<file path="config.mk">
export PLATFORM = sky130hd
export DESIGN_NAME = fifo_wr_arbiter
export DESIGN_NICKNAME = d
export VERILOG_FILES = /design/src/rtl/fifo_wr_arbiter.sv
export SDC_FILE = /design/constraint.sdc
export NUM_CORES = 1
export LEC_CHECK = 0
export CORE_MARGIN = 2
export CORE_UTILIZATION = 38
export DETAILED_ROUTE_END_ITERATION = 7
export PLACE_DENSITY_LB_ADDON = 0.1
export SYNTH_ARGS = -nofsm -noshare
export SYNTH_HDL_FRONTEND = slang
export SYNTH_SLANG_ARGS = --single-unit
</file>
<file path="constraint.sdc">
create_clock -name clk -period 3.29 [get_ports clk]
set_input_delay 0.329 -clock clk [delete_from_list [all_inputs] [get_ports clk]]
set_output_delay 0.329 -clock clk [all_outputs]
set_load 0.02 [all_outputs]
</file>
<file path="src/rtl/fifo_wr_arbiter.sv">
// -----------------------------------------------------------------------------
// fifo_wr_arbiter
//
// Round-robin arbiter sharing a single sfifo write port among NREQ requesters.
// One requester owns the port at a time for a burst of up to BURST beats. The
// arbiter tracks free FIFO slots in its own credit counter instead of using the
// FIFO's registered wfull flag (which lags occupancy by one cycle), so the FIFO
// can never be overflowed.
//
// Ports:
//   clk         clock, rising edge
//   rst         asynchronous reset, active-high
//   req_valid   per-requester data valid
//   req_data    requester i data at bits [i*WIDTH +: WIDTH]
//   req_ready   per-requester accept (only the owner's bit can be high)
//   fifo_winc   write strobe to sfifo winc (combinational from the owner)
//   fifo_wdata  write data to sfifo wdata (zero when no write)
//   fifo_rpop   one pulse per accepted sfifo read, returns one credit
//   grant_id    current or last owner
//   busy        high while a requester holds the grant
//   credits     free FIFO slots as tracked by the arbiter (0..DEPTH)
//   err_ovf     sticky: a pop arrived while all DEPTH slots were already free
// -----------------------------------------------------------------------------
module fifo_wr_arbiter #(
    parameter int NREQ  = 4,
    parameter int WIDTH = 8,
    parameter int DEPTH = 16,
    parameter int BURST = 4
) (
    input  logic                      clk,
    input  logic                      rst,
    input  logic [NREQ-1:0]           req_valid,
    input  logic [NREQ*WIDTH-1:0]     req_data,
    output logic [NREQ-1:0]           req_ready,
    output logic                      fifo_winc,
    output logic [WIDTH-1:0]          fifo_wdata,
    input  logic                      fifo_rpop,
    output logic [$clog2(NREQ)-1:0]   grant_id,
    output logic                      busy,
    output logic [$clog2(DEPTH):0]    credits,
    output logic                      err_ovf
);

    localparam int IDW = $clog2(NREQ);
    localparam int CW  = $clog2(DEPTH) + 1;   // wide enough to hold DEPTH itself
    localparam int BCW = $clog2(BURST) + 1;

    localparam logic [0:0] IDLE  = 1'b0;
    localparam logic [0:0] GRANT = 1'b1;

    localparam logic [CW-1:0]  CRED_MAX  = CW'(DEPTH);
    localparam logic [BCW-1:0] LAST_BEAT = BCW'(BURST - 1);
    localparam logic [IDW-1:0] LAST_ID   = IDW'(NREQ - 1);

    logic [0:0]       state,    state_nxt;
    logic [IDW-1:0]   rr_ptr,   rr_nxt;
    logic [IDW-1:0]   grant_nxt;
    logic [BCW-1:0]   beat_cnt, beat_nxt;
    logic [CW-1:0]    credits_nxt;
    logic             err_nxt;

    logic [WIDTH-1:0] data_arr [NREQ];
    logic             owner_valid;
    logic             credit_avail;
    logic             beat;
    logic             pick_found;
    logic [IDW-1:0]   pick_id;
    int               cand_idx;

    // Successor of a requester index, wrapping at NREQ-1.
    function automatic logic [IDW-1:0] next_id(input logic [IDW-1:0] id);
        return (id == LAST_ID) ? '0 : id + 1'b1;
    endfunction

    always_comb begin
        for (int i = 0; i < NREQ; i++) begin
            data_arr[i] = req_data[i*WIDTH +: WIDTH];
        end
    end

    assign owner_valid  = req_valid[grant_id];
    assign credit_avail = (credits != '0);
    assign beat         = (state == GRANT) && owner_valid && credit_avail;
    assign busy         = (state == GRANT);
    assign fifo_winc    = beat;
    assign fifo_wdata   = beat ? data_arr[grant_id] : '0;

    always_comb begin
        req_ready = '0;
        if (state == GRANT) begin
            req_ready[grant_id] = credit_avail;
        end
    end

    // Round-robin pick: scan offsets from the far end down to zero so that the
    // valid requester closest to rr_ptr is the last one written and wins.
    // NOTE: every signal assigned in an always_comb gets a default at the top of
    // the block; a path that leaves it unassigned would infer a latch.
    always_comb begin
        pick_found = 1'b0;
        pick_id    = rr_ptr;
        cand_idx   = 0;
        for (int k = NREQ - 1; k >= 0; k--) begin
            cand_idx = int'(rr_ptr) + k;
            if (cand_idx >= NREQ) begin
                cand_idx = cand_idx - NREQ;
            end
            if (req_valid[IDW'(cand_idx)]) begin
                pick_found = 1'b1;
                pick_id    = IDW'(cand_idx);
            end
        end
    end

    // Grant FSM. A stall on zero credits keeps the grant; a dropped valid or a
    // completed burst releases it and moves priority past the owner.
    always_comb begin
        state_nxt = state;
        rr_nxt    = rr_ptr;
        grant_nxt = grant_id;
        beat_nxt  = beat_cnt;
        case (state)
            IDLE: begin
                if (pick_found) begin
                    state_nxt = GRANT;
                    grant_nxt = pick_id;
                    beat_nxt  = '0;
                end
            end
            GRANT: begin
                if (!owner_valid) begin
                    state_nxt = IDLE;
                    rr_nxt    = next_id(grant_id);
                end else if (beat) begin
                    if (beat_cnt == LAST_BEAT) begin
                        state_nxt = IDLE;
                        rr_nxt    = next_id(grant_id);
                    end else begin
                        beat_nxt = beat_cnt + 1'b1;
                    end
                end
            end
            default: state_nxt = IDLE;
        endcase
    end

    // Credit bookkeeping: a beat consumes a slot, a pop returns one. A lone pop
    // with every slot already free cannot correspond to real FIFO data, so the
    // count saturates and the error flag latches.
    always_comb begin
        credits_nxt = credits;
        err_nxt     = err_ovf;
        case ({beat, fifo_rpop})
            2'b10: credits_nxt = credits - 1'b1;
            2'b01: begin
                if (credits == CRED_MAX) begin
                    err_nxt = 1'b1;
                end else begin
                    credits_nxt = credits + 1'b1;
                end
            end
            default: credits_nxt = credits;
        endcase
    end

    // NOTE: state registers use non-blocking assignments so every flop samples
    // the pre-edge values, independent of block evaluation order.
    always_ff @(posedge clk or posedge rst) begin
        if (rst) begin
            state    <= IDLE;
            rr_ptr   <= '0;
            grant_id <= '0;
            beat_cnt <= '0;
            credits  <= CRED_MAX;
            err_ovf  <= 1'b0;
        end else begin
            state    <= state_nxt;
            rr_ptr   <= rr_nxt;
            grant_id <= grant_nxt;
            beat_cnt <= beat_nxt;
            credits  <= credits_nxt;
            err_ovf  <= err_nxt;
        end
    end

endmodule

</file>
==> flow_summary.toml, run 1 <==
[detailed_routing]
post_drt_wl_per_cell_um = 14.4
wl_mm = 3.24
drc = 0
drt_iter0_markers = 30
dr_total_vias = 1140
drtPass1Iterations = 3
vias_per_cell = 5.07
antenna_left = 0

[timing]
fmaxAchievable_mhz = 360
max_slew.worst_pin.slew_ps = 561
finClkSkew_ps = 9.39
setup_viol = 0
hold_viol = 0
rsz0062_at_grt = "no"
fin_setup_tns_ps = 0
fin_crit_ps = 2780
fin_crit_sh_pct = 84.4
max_slew_margin_pct = 62.6
drv_slew = 0
setup_ws_ps = 513

[worst_setup_path]
cpPeakStageDelay_ps = 590
path_class = "flop to primary output"
cp_top_family = "simple AND/OR/NAND/NOR gates"
critPathMaxFanout = 13
crit_path_start = "credits[1]"
cp-end-kind = "primary output"
slowest_stage = "or4_4"
crit_chain = "or4_4 > o211ai_4 > inv_2 > and2_1 > clkdlybuf4s50_1"
r2r_start = "credits[1]"
cp-start-kind = "flop"
worstPathArrival_ps = 2450
path_buf_inv = 2
crit_required_ps = 2960

[clock_tree]
cts_post_setup_buffers_inserted = 0
cts_buffer_depth = 2
postCtsHoldBufs = 0
h-tree-depth = 1
root_buffer = "clkbuf_4"
cts_sinks = 14
ctsResizeCount = 0
tritoncts = "done"
clock_latency_ps = 290
cts-buffers-inserted = 3
cts.clk_slew.worst_paths_ps = 100

[logic_synthesis]
netlist.area_leader.share_pct = 26.4
synth_edf_count = 0
synth_ff_type = "dfrtp_1"
synth-xor-area-share_pct = 2.85
synth_top_family_by_area = "multiplexers"
ys_ff_latch = 14
synth.area.top_cells = "dfrtp_1, mux4_2, ha_1"
synthAdderAreaFrac_pct = 10.8
synthSimpleGateAreaFrac_pct = 15.0
synth-compound-area-share_pct = 11.9
async_flop_share_pct = 100
synth_nets = 169
yosysUniqueCellTypes = 37
yosysTopAreaCell = "dfrtp_1"
syn_area_per_cell_um2 = 10.2
ys_seq_area_share_pct = 28.6
ys_warn_count = 0
syn_area_um2 = 1230
synthCells = 120
synth_mux_area_share_pct = 25.4

[cells_and_area]
drive_gt1_share_pct = 12.7
layout_commonest_cell = "clkdlybuf4s50_1"
n_fill_cell = 288
layout-area-overhead-vs-synth_pct = 55.3
final_cell_mix = "clkdlybuf4s50_1, dfrtp_1, inv_1, mux4_2, ha_1"
nets = 231
diodes = 0

[floorplanning]
design.core.area_um2 = 3080
start_util_pct = 40.0
die_w_um = 60.9
chipHeight_um = 60.9
dieArea_um2 = 3710
ios = 61
fp-row-count = 20

[flow_run]
maxCapViolations = 0

[global_route]
antenna_found_initial = 0
grt_pass1_wl_mm = 4.99
grt_max_degree = 15
grt_pass1_vias = 1130
grt_overflow = 0
track_usage_pct = 17.9

[place]
dp_slack_ps = 458
portBuffers = 60
place.gp.congestion = 0.752
place_hpwl_mm = 2.67

[run_status]
status = "complete, no violations"

[power]
p_switching_uw = 777
power_frac_seq_pct = 22.5
pwr-share-clk_pct = 7.3
p_int_uw = 987
p_leak_uw = 0.000781
p_sw_share_pct = 44.0
power_per_cell_area_nw_per_um2 = 923
ir_drop_mv = 0.401
p_comb_share_pct = 70.2

[min_path]
hold_class = "input pin to async pin"
==> synth_stat cells, types with 2 or more instances <==
master	count
a21oi_1	8
and2_1	8
buf_2	3
dfrtp_1	13
ha_1	9
inv_1	12
mux2_2	3
mux2i_1	5
mux4_2	9
nand2_1	7
nand3_1	2
nor2_1	7
nor2b_1	3
nor3_1	2
nor4_1	2
o21ai_0	4
xnor2_1	3
==> final cells by class <==
cell class	instances	area, um2	share of cell area (%)
timing repair buffer	61	608	31.8
multi-input combinational	89	811	42.4
inverter	13	48.8	2.55
sequential	14	352	18.4
tap	44	55.1	2.88
clock buffer	4	36.3	1.90
==> worst reg2reg max path, delay by kind of cell (launching register included) <==
kind                     cells  cell delay (ps)
AO/OA/AOI/OAI                2              490
XOR/XNOR                     1              150
adder cells (fa/ha/maj)      1              370
flip-flops                   1              460
multiplexers                 1              120
AND/OR/NAND/NOR              3              890
==> per-layer routing <==
metal	vias up	routed length, um	track usage, %
met2	49	1510	33.2
met1	533	1380	21.0
li1	556	-	-
met4	0	8	3.73
met5	-	0	0
met3	2	346	4.05
==> path summary, 6_finish.rpt <==
path,endpoint,slack [ps],depth (start not counted)
min in group clk,beat_cnt[0],490,1
min reg2reg,beat_cnt[0],490,1
max reg2reg,credits[4],740,8
min,credits[1],380,2
max,fifo_wdata[1],510,5
max in group asynchronous,rr_ptr[0],2540,2
==> registers in the layout, indices dropped and copies added, names as in the netlist <==
name      cells
beat_cnt      3
busy          1
err_ovf       1
grant_id      2
credits       5
rr_ptr        2
==> per-stage QoR <==
step	hold WS, ps	total power (uW)	util [%]	instances	area (um2)
finish	376	1760	62.1	225	1910
floorplan	218	1200	-	120	1230
global route	445	1900	62.1	225	1910
detailed placement	479	1650	60.9	221	1870
CTS	394	1790	62.1	225	1910
global placement	474	1620	60.9	221	1870
==> power by group through the flow <==
stage | Sequential (uW) | Clock (uW) | Combinational (uW)
floorplan | 432 | 0 | 773
global placement | 398 | 0 | 1220
detailed placement | 403 | 0 | 1250
CTS | 400 | 132 | 1260
global route | 419 | 134 | 1350
finish | 397 | 129 | 1240
==> kinds of logic after synthesis <==
kind of cell,after synthesis
adder cells (fa/ha/maj),10
AO/OA/AOI/OAI,21
XOR/XNOR,4
multiplexers,19
flip-flops,14
AND/OR/NAND/NOR,35
buffers and inverters,17
No activity file was read; power rests on OpenSTA's default activity.
==> inputs of run 2 (changes only) <==
==> constraint.sdc (replaced) <==
create_clock -name clk -period 2.85 [get_ports clk]
set_input_delay 0.285 -clock clk [delete_from_list [all_inputs] [get_ports clk]]
set_output_delay 0.285 -clock clk [all_outputs]
set_load 0.02 [all_outputs]
==> run 2 against run 1 <==
Against the previous run:
- sequential cell count did not move
- worst hold slack got worse by 27 ps
- critical path depth did not move
- die area did not move
- clock skew fell by 6.5 ps
- global-route usage rose by 0.64 points
- largest power group unchanged
==> flow_summary.toml, run 2 (synthesis results as in run 1) <==
[floorplanning]
chipHeight_um = 60.9
dieArea_um2 = 3710
start_util_pct = 40.0
design.core.area_um2 = 3080
ios = 61
fp-row-count = 20
die_w_um = 60.9

[global_route]
track_usage_pct = 18.5
grt_pass1_wl_mm = 5.09
grt_max_degree = 15
grt_pass1_vias = 1151
antenna_found_initial = 0
grt_overflow = 0

[place]
place.gp.congestion = 0.793
postPlaceCellArea_um2 = 1890
place_hpwl_mm = 2.72
portBuffers = 60

[cells_and_area]
largest-register = "credits"
nets = 233
layout_commonest_cell = "clkdlybuf4s50_1"
final_cell_mix = "clkdlybuf4s50_1, dfrtp_1, inv_1, mux4_2, ha_1"
diodes = 0
design_area_um2 = 1930
layout-area-overhead-vs-synth_pct = 56.6
drive_gt1_share_pct = 13.1
largest_reg_flops = 5
top_regs = "credits: 5 flops, beat_cnt: 3 flops"

[worst_setup_path]
crit_chain = "or4_4 > o211ai_4 > inv_4 > and2_1 > clkdlybuf4s50_1"
cp-start-kind = "flop"
crit_required_ps = 2570
r2r_start = "credits[1]"
path_class = "flop to primary output"
reg2reg_slack_ps = 220
timing.rr.end = "credits[4]"
slowest_stage = "or4_4"
cp-end-kind = "primary output"
cpPeakStageDelay_ps = 590
worstPathArrival_ps = 2410
critPathMaxFanout = 13
reg2reg_depth = 8

[clock_tree]
cts.clk_slew.worst_paths_ps = 90
tritoncts = "done"
root_buffer = "clkbuf_4"
cts_buffer_depth = 2
h-tree-depth = 1
clock_latency_ps = 280
cts_sinks = 14
cts-buffers-inserted = 3

[detailed_routing]
drt_iter0_markers = 34
wl_mm = 3.34
antenna_left = 0
drc = 0
dr_total_vias = 1181
drtPass1Iterations = 4
vias_per_cell = 5.20
post_drt_wl_per_cell_um = 14.7

[timing]
fin_setup_tns_ps = 0
rsz0062_at_grt = "no"
fmaxAchievable_mhz = 371
drv_slew = 0
fin_crit_ps = 2690
fin_crit_sh_pct = 94.5
setup_viol = 0
finClkSkew_ps = 2.87
max_slew_margin_pct = 64.4
hold_viol = 0
max_slew.worst_pin.slew_ps = 533

[power]
p_leak_uw = 0.000832
ir_drop_mv = 0.544
p_switching_uw = 911
p_sw_share_pct = 44.8
pwr-share-clk_pct = 5.9
power_per_cell_area_nw_per_um2 = 1060
p_comb_share_pct = 72.8
p_int_uw = 1120
power_frac_seq_pct = 21.4

[flow_run]
maxCapViolations = 0

[run_status]
status = "complete, no violations"

[min_path]
hold_class = "input pin to async pin"
==> run 2: cell count changes in the layout (fill, tap and decap cells not counted), sizes merged <==
cell,before,now
clkdlybuf4s50,60,57
dlymetal6s2s,0,3
buf,1,3
==> run 2: cell type report <==
type                            count  area (um2)
Fill cell                         272        1150
Timing Repair Buffer               63         631
Tap cell                           44        55.1
Inverter                           13        51.3
Multi-Input combinational cell     89         811
Sequential cell                    14         352
Clock buffer                        4        26.3
==> run 2: critical path, delay by kind of cell, from the launching register on <==
kind / cells / cell delay (ps)
and+or+nand+nor: 2 / 750
DFF: 1 / 460
AOI/OAI and AO/OA: 1 / 270
buffers and inverters: 2 / 650
==> run 2: power groups by stage <==
stage | sequential [uW] | clock [uW] | combinational (uW)
CTS | 435 | 123 | 1500
finish | 435 | 120 | 1480
global placement | 432 | 0 | 1460
floorplan | 499 | 0 | 892
detailed placement | 438 | 0 | 1490
global route | 451 | 133 | 1610
==> run 2: how the worst max path moves through the flow <==
stage | endpoint | from | slack [ps]
after floorplan | credits[4] | credits[1] | 390
after global placement | credits[4] | req_valid[2] | 210
after detailed placement | credits[4] | req_valid[2] | 90
after CTS | fifo_wdata[5] | credits[1] | 90
after global routing | fifo_wdata[0] | credits[1] | 30
final | fifo_wdata[6] | credits[1] | 160
==> run 2: layer usage <==
layer	wire length (um)	vias to the layer above	global-route usage (%)
li1	-	564	-
met1	1360	552	21.3
met2	1620	63	33.5
met3	336	2	4.05
met4	21	0	6.83
met5	0	-	0
==> run 2: what timing repair did <==
action	4_1_cts	5_1_grt
gates resized for setup	0	4
setup endpoints to repair	0	4
hold buffers	0	0
buffers inserted	0	0
==> run 2: stage by stage <==
stage          setup slack, ps  util, %  hold WS (ps)  total power (uW)  cells
5_1_grt                   33.7     62.6           425              2190    227
6_report                   157     62.6           349              2030    227
2_1_floorplan              393        -           174              1390    120
3_5_place_dp              91.3     61.4           467              1930    223
3_3_place_gp               206     61.4           477              1890    223
4_1_cts                   88.9     62.2           375              2050    227
==> inputs of run 3 (changes only) <==
--- a/config.mk
+++ b/config.mk
@@ -5,10 +5,12 @@
 export SDC_FILE = /design/constraint.sdc
 export NUM_CORES = 1
 export LEC_CHECK = 0
+export ABC_AREA = 1
 export CORE_MARGIN = 2
 export CORE_UTILIZATION = 38
 export DETAILED_ROUTE_END_ITERATION = 7
 export PLACE_DENSITY_LB_ADDON = 0.1
+export SLEW_MARGIN = 20
 export SYNTH_ARGS = -nofsm -noshare
 export SYNTH_HDL_FRONTEND = slang
 export SYNTH_SLANG_ARGS = --single-unit
==> run 3 against run 2 <==
Against the previous run:
- power rose by 26%
- worst hold slack improved by 13 ps
- non-clock buffer count did not move
- sequential cell count did not move
- clock skew rose by 5.0 ps
- count of clock-buffer cells in the layout did not move
- clock power rose by 63%
- critical path depth rose by 2
- critical path type unchanged
==> flow_summary.toml, run 3 <==
[clock_tree]
cts-buffers-inserted = 3
h-tree-depth = 1
cts.clk_slew.worst_paths_ps = 60
cts_sinks = 14
postCtsHoldBufs = 0
tritoncts = "done"
root_buffer = "clkbuf_8"
ctsResizeCount = 0
cts_buffer_depth = 2
cts_post_setup_buffers_inserted = 0
clock_latency_ps = 250

[floorplanning]
die_w_um = 66.7
ios = 61
start_util_pct = 40.2
design.core.area_um2 = 3720
dieArea_um2 = 4450
fp-row-count = 22
chipHeight_um = 66.7

[flow_run]
maxCapViolations = 0

[worst_setup_path]
cp-start-kind = "flop"
slowest_stage = "clkdlybuf4s50_1"
path_class = "flop to primary output"
critPathMaxFanout = 9
cpPeakStageDelay_ps = 640
path_buf_inv = 3
cp_top_family = "buffers and inverters"
crit_required_ps = 2570
reg2reg_depth = 14
cp.depth = 7
cp-end-kind = "primary output"
worstPathArrival_ps = 2210
crit_chain = "inv_1 > nand4_1 > nand2_2 > nor2_8 > inv_4 > a21oi_1 > clkdlybuf4s50_1"

[logic_synthesis]
synth_ff_type = "dfrtp_1"
synth.most_common_cell = "nand2_1"
syn_area_um2 = 1490
synth_edf_count = 0
synthCells = 233
ys_ff_latch = 14
syn_area_per_cell_um2 = 6.41
synth_nets = 282
async_flop_share_pct = 100
yosysUniqueCellTypes = 29
netlist.area_leader.share_pct = 21.8
ys_warn_count = 0
yosysTopAreaCell = "dfrtp_1"
synth.top_cells.by_count = "nand2_1, nor2_1, inv_1"
synth.area.top_cells = "dfrtp_1, nand2_1, nor2_1"
ys_seq_area_share_pct = 23.5

[timing]
fin_crit_sh_pct = 87.5
fin_setup_tns_ps = 0
max_slew_margin_pct = 64.9
hold_ws_ps = 362
fin_crit_ps = 2490
fmaxAchievable_mhz = 401
drv_slew = 0
setup_viol = 0
rsz0062_at_grt = "no"
hold_viol = 0
finClkSkew_ps = 7.85
max_slew.worst_pin.slew_ps = 526

[place]
place_inst = 339
portBuffers = 60
place.gp.congestion = 0.853
place_hpwl_mm = 3.21

[cells_and_area]
drive_gt1_share_pct = 11.5
seq_area_um2 = 352
nets = 345
diodes = 0
final_cell_mix = "nand2_1, clkdlybuf4s50_1, nor2_1, inv_1, o21ai_0"
largest_reg_flops = 5
n_fill_cell = 366
layout-area-overhead-vs-synth_pct = 47.2
top_regs = "credits: 5 flops, beat_cnt: 3 flops"
layout_commonest_cell = "nand2_1"
multiInputGateArea_um2 = 995
fin_cells = 343
largest-register = "credits"

[global_route]
grt_pass1_wl_mm = 7.08
antenna_found_initial = 0
grt_overflow = 0
grt_max_degree = 22
grt_pass1_vias = 1538
track_usage_pct = 20.3

[detailed_routing]
drtPass1Iterations = 4
vias_per_cell = 4.70
drt_iter0_markers = 109
wl_mm = 4.14
dr_total_vias = 1611
drc = 0
antenna_left = 0
post_drt_wl_per_cell_um = 12.1

[power]
power_per_cell_area_nw_per_um2 = 1170
ir_drop_mv = 0.611
p_leak_uw = 0.00107

[min_path]
hold_class = "input pin to async pin"

[run_status]
status = "complete, no violations"
-- run 3: cell count changes in the layout (fill, tap and decap cells not counted), moves of 4 or more --
| cell | delta |
|---|---|
| mux2i_1 | -5 |
| nand3_1 | +15 |
| clkbuf_8 | +4 |
| nand2_1 | +54 |
| o21ai_0 | +15 |
| nor2_1 | +33 |
| inv_1 | +12 |
| and2_1 | -8 |
| inv_2 | +5 |
| mux4_2 | -9 |
| nand2_2 | +7 |
-- run 3: layer usage --
layer	vias up	GRT usage (%)	wire, um	share of wire [%]
li1	862	-	-	-
met1	694	28.0	2000	48
met2	48	32.9	1770	43
met3	7	2.36	304	7.3
met4	0	6.89	74	1.8
met5	-	0	0	0
-- run 3: final timing paths --
path / endpoint / startpoint / slack, ps
setup / recovery: fifo_wdata[0] / credits[4] / 360
hold reg to reg: beat_cnt[1] / beat_cnt[1] / 480
hold / removal: credits[0] / rst / 360
min in group clk: beat_cnt[1] / beat_cnt[1] / 480
setup reg to reg: credits[4] / credits[0] / 470
max in group asynchronous: credits[4] / rst / 2130
-- run 3: power by group --
| group | internal (uW) | switching (uW) | total (uW) |
|---|---|---|---|
| combinational | 790 | 1140 | 1930 |
| clock | 123 | 73.5 | 196 |
| sequential | 305 | 131 | 436 |
-- run 3: layout make-up --
class | instances | share of cell area, %
Timing Repair Buffer | 63 | 28.3
Clock buffer | 4 | 2.50
Tap cell | 48 | 2.73
Inverter | 30 | 5.23
Sequential cell | 14 | 16.0
Multi-Input combinational cell | 184 | 45.2
-- run 3: metrics by stage --
stage          setup slack (ps)  power (uW)  util, %  instance area, um2
2_1_floorplan               565        1780        -                1490
3_3_place_gp                389        2370     57.7                2140
3_5_place_dp                282        2380     57.7                2140
4_1_cts                     352        2590     59.2                2200
5_1_grt                     149        2840     59.2                2200
6_report                    357        2570     59.2                2200
-- run 3: logic make-up after synthesis --
kind of cell | share of synthesized area (%)
buffers and inverters | 9.88
adder cells (fa/ha/maj) | 8.88
flip-flops | 23.5
AND/OR/NAND/NOR | 43.5
XOR/XNOR | 1.17
AO/OA/AOI/OAI | 13.1
